--- src/rtl/divider.sv ---
// divider: 32-bit signed/unsigned divide and remainder, one restoring radix-2 step per cycle.
// Divide-by-zero and signed overflow skip the iteration and produce their result immediately.
module divider (
    input  logic        clk,
    input  logic        resetn,
    input  logic        valid,
    input  logic [1:0]  op,
    input  logic [31:0] dividend,
    input  logic [31:0] divisor,
    output logic        busy,
    output logic        ready,
    output logic [31:0] result
);
    localparam logic [1:0] IDLE = 2'd0;
    localparam logic [1:0] CALC = 2'd1;
    localparam logic [1:0] DONE = 2'd2;

    logic [1:0]  state_q, state_d;
    logic [5:0]  cnt_q, cnt_d;
    logic [31:0] rem_q, rem_d;
    logic [31:0] quo_q, quo_d;
    logic [31:0] div_q, div_d;
    logic [31:0] result_q, result_d;
    logic        is_rem_q, is_rem_d;
    logic        neg_q, neg_d;

    logic        sgn, a_neg, b_neg, div_zero, ovf;
    logic [31:0] mag_a, mag_b, rem_nxt, quo_nxt, raw;
    logic [32:0] shifted, diff;

    assign sgn      = ~op[0];
    assign a_neg    = sgn & dividend[31];
    assign b_neg    = sgn & divisor[31];
    assign mag_a    = a_neg ? -dividend : dividend;
    assign mag_b    = b_neg ? -divisor : divisor;
    assign div_zero = divisor == 32'd0;
    assign ovf      = sgn & (dividend == 32'h8000_0000) & (divisor == 32'hFFFF_FFFF);

    // Trial subtract: a borrow out of bit 32 means the divisor did not fit, so keep the shifted value.
    assign shifted  = {rem_q, quo_q[31]};
    assign diff     = shifted - {1'b0, div_q};
    assign rem_nxt  = diff[32] ? shifted[31:0] : diff[31:0];
    assign quo_nxt  = {quo_q[30:0], ~diff[32]};
    assign raw      = is_rem_q ? rem_nxt : quo_nxt;

    always_comb begin
        state_d  = state_q;
        cnt_d    = cnt_q;
        rem_d    = rem_q;
        quo_d    = quo_q;
        div_d    = div_q;
        result_d = result_q;
        is_rem_d = is_rem_q;
        neg_d    = neg_q;
        case (state_q)
            IDLE: if (valid) begin
                if (div_zero || ovf) begin
                    state_d  = DONE;
                    result_d = div_zero ? (op[1] ? dividend : 32'hFFFF_FFFF)
                                        : (op[1] ? 32'd0 : 32'h8000_0000);
                end else begin
                    state_d  = CALC;
                    cnt_d    = 6'd0;
                    rem_d    = 32'd0;
                    quo_d    = mag_a;
                    div_d    = mag_b;
                    is_rem_d = op[1];
                    neg_d    = op[1] ? a_neg : a_neg ^ b_neg;
                end
            end
            CALC: begin
                rem_d = rem_nxt;
                quo_d = quo_nxt;
                cnt_d = cnt_q + 6'd1;
                if (cnt_q == 6'd31) begin
                    state_d  = DONE;
                    result_d = neg_q ? -raw : raw;
                end
            end
            DONE:    state_d = IDLE;
            default: state_d = IDLE;
        endcase
    end

    always_ff @(posedge clk or negedge resetn) begin
        if (!resetn) begin
            state_q  <= IDLE;
            cnt_q    <= 6'd0;
            rem_q    <= 32'd0;
            quo_q    <= 32'd0;
            div_q    <= 32'd0;
            result_q <= 32'd0;
            is_rem_q <= 1'b0;
            neg_q    <= 1'b0;
        end else begin
            state_q  <= state_d;
            cnt_q    <= cnt_d;
            rem_q    <= rem_d;
            quo_q    <= quo_d;
            div_q    <= div_d;
            result_q <= result_d;
            is_rem_q <= is_rem_d;
            neg_q    <= neg_d;
        end
    end

    assign busy   = state_q != IDLE;
    assign ready  = state_q == DONE;
    assign result = result_q;
endmodule

--- config.mk ---
export PLATFORM = sky130hd
export DESIGN_NAME = divider
export DESIGN_NICKNAME = d
export VERILOG_FILES = /design/src/rtl/divider.sv
export SDC_FILE = /design/constraint.sdc
export NUM_CORES = 1
export LEC_CHECK = 0
export ABC_AREA = 0
export BUFFER_PORTS_ARGS = -buffer_cell sky130_fd_sc_hd__buf_2
export CORE_ASPECT_RATIO = 0.75
export CORE_UTILIZATION = 58
export CTS_CLUSTER_DIAMETER = 150
export CTS_CLUSTER_SIZE = 12
export DETAILED_ROUTE_END_ITERATION = 12
export PLACE_DENSITY = 0.88
export SYNTH_ARGS = -nofsm -noshare
export SYNTH_HDL_FRONTEND = slang
export SYNTH_SLANG_ARGS = --single-unit
export TNS_END_PERCENT = 20
--- constraint.sdc ---
create_clock -name clk -period 5.29 [get_ports clk]
set_clock_uncertainty 0.15 [all_clocks]
set_input_delay 0.529 -clock clk [delete_from_list [all_inputs] [get_ports clk]]
set_output_delay 0.529 -clock clk [all_outputs]
set_load 0.01 [all_outputs]
==> flow_summary.ini <==
[timing]
slew_headroom_pct = 8.34
hold_violations = 0
fmax_mhz = 200
tightest_slew_ns = 1.36
drv_slew = 0
fin_setup_tns_ns = 0
setup_viol = 0
min_period_ns = 5.00
finalCritPeriodShare_pct = 94.4

[route]
ant_nets = 0
via_per_inst = 6.79
finalWirelength_um = 36700
drc_errors = 0
wl_per_cell_um = 20.4
vias = 12200
drtIter0Drc = 1552
first_pass_iters = 6

[floorplan]
start_util_pct = 59.3
chipWidth_um = 165
io_pins = 103
core_area_um2 = 19400
num_rows = 44
die_area_um2 = 20400
die_h_um = 124

[finish]
fin_nets = 1638
layout_commonest_cell = o21ai_0
n_fill_cell = 1620
layout-drive-gt1-share_pct = 14.2
syn_to_final_growth_pct = 11.2
mostFrequentLayoutCells = o21ai_0, nand2_1, dfrtp_1, a21oi_1, nor2_1
finalNonFillerCells = 1797
diodes = 0

[clocking]
clock_latency_ns = 0.44
cts_hold_buf = 0
htreeDepth = 4
cts_root_buf = clkbuf_16
cts.sinks = 138
numCtsBuffers = 17
cts_tree = yes
clkTransAtPathRegs_ns = 0.06
clk_path_buf_depth = 2

[hold_path]
hold_class = in -> async

[critical_path]
path_cells = inv_1 > ha_1 > inv_1 > fa_1 > a211oi_2 > o211ai_1 > a21oi_2 > a21oi_4 > or3_1 > nand3_1 > a31oi_1 > inv_1 > ha_1 > o21ai_0 > a31oi_1 > o211ai_1 > nor3_2 > nand4b_1 > o31ai_1 > xnor2_1 > o21ai_1
rr_worst_depth = 21
crit_start = quo_q[31]
cp-end-kind = register
cp-endpoint = result[28]
r2r_end = result[28]
path_max_fanout = 6
crit_top_cell = inv_1
crit_path_start_kind = register
critical_path_arrival_ns = 5.14
worstReg2RegStart = quo_q[31]
worstPathRequired_ns = 5.43
crit_path_max_incr_delay_ns = 0.43
worst-r2r-setup-slack_ns = 0.29
crit_slowest_cell = or3_1
crit_type = reg -> reg

[synthesis]
ys.flop_type = dfrtp_1
async_reset_ff_share_pct = 100
synth_nets = 1584
synthesis.area_um2 = 11500
synth_seq_cells = 138
synth_enable_flop_cells = 0
avgSynthCellArea_um2 = 7.78
ys_seq_area_share_pct = 30.1
post_synth_inst_count = 1477
yosys_warnings = 0
yosysUniqueCellTypes = 96

[place]
placed_cells = 1758
portBuffers = 102
place_congestion = 0.996
place_hpwl_um = 26400

[run_status]
status = finished clean

[grt]
first_global_vias = 10700
grt_pass1_wl_um = 56800
grtUsageTotal_pct = 36.3
antenna_found_initial = 0
grt_max_degree = 106
grt_overflow_total = 0

[job]
max_cap_viol_count = 0
==> what timing repair did <==
item                                    4_1_cts  5_1_grt
resized for setup                             0        6
hold endpoints to repair                      0        0
endpoints found under the setup margin        0       11
setup buffers                                 0        7
==> cell usage after synthesis (19+ instances only) <==
cell type | instances | share of area [%]
dfrtp_1 | 138 | 30
xor2_1 | 39 | 3.0
clkbuf_1 | 74 | 2.4
nor3_1 | 35 | 1.5
inv_1 | 53 | 1.7
o22ai_1 | 39 | 2.1
xnor2_1 | 70 | 5.3
a31oi_1 | 23 | 1.3
nand2_1 | 162 | 5.3
nor2_1 | 118 | 3.9
or3_1 | 20 | 1.1
nand3_1 | 53 | 2.3
o21ai_0 | 177 | 7.7
a21oi_1 | 122 | 5.3
o211ai_1 | 19 | 1.2
mux2i_1 | 20 | 1.7
ha_1 | 37 | 4.0
==> worst min path at each step <==
stage	to	slack (ns)	depth (start not counted)
floorplan	cnt_q[0]	0.08	0
global placement	result[8]	0.31	2
detailed placement	result[8]	0.31	2
CTS	div_q[4]	0.13	1
global route	div_q[3]	0.17	1
finish	div_q[3]	0.08	1
==> state kept, by name (all words and copies together) (netlist names) <==
| name | cells |
|---|---|
| div_q | 32 |
| quo_q | 32 |
| rem_q | 32 |
| result | 32 |
| cnt_q | 6 |
| state_q | 2 |
| is_rem_q | 1 |
| neg_q | 1 |
==> logic make-up after synthesis <==
logic type	Yosys count	synth area share, %
muxes	23	2.10
AOI/OAI and AO/OA	515	28.1
xor gates and xnor gates	109	8.31
DFF	138	30.1
buffers and inverters	150	5.48
and+or+nand+nor	504	21.7
adders and majority gates	38	4.20
==> cell type report <==
| class | instances | area [um2] | share of cell area [%] |
|---|---|---|---|
| tap | 253 | 317 | 2.48 |
| inverter | 55 | 206 | 1.62 |
| timing repair buffer | 130 | 739 | 5.79 |
| sequential | 138 | 3450 | 27.0 |
| clock inverter | 14 | 171 | 1.34 |
| clock buffer | 18 | 439 | 3.44 |
| multi-input combinational | 1189 | 7450 | 58.3 |
==> critical path, delay by kind of cell, from the launching register on <==
family / cells / cell delay [ns]
AOI/OAI and AO/OA: 10 / 1.98
and+or+nand+nor: 4 / 1.08
adders and majority gates: 3 / 0.76
DFF: 1 / 0.40
buffers and inverters: 3 / 0.29
xor gates and xnor gates: 1 / 0.19
==> metal layers <==
layer	routed length (um)	vias up	part of all wire, %	global-route usage, %
met5	0	-	0	0
met4	1520	0	4.1	16.6
met3	3850	152	10	7.99
met2	16200	745	44	54.5
met1	15100	5780	41	50.1
li1	-	5518	-	-
==> stage by stage <==
step	setup slack, ns	hold slack (ns)	util [%]	cell area, um2
2_1_floorplan	0.534	0.0834	-	11500
3_3_place_gp	0.484	0.308	62.4	12100
3_5_place_dp	0.227	0.307	62.4	12100
4_1_cts	0.218	0.126	65.5	12700
5_1_grt	-0.0240	0.168	65.9	12800
6_report	0.295	0.0758	65.9	12800
Power is not shown: default switching activity piles up to over one toggle a cycle in this logic, so the estimate is an artifact.
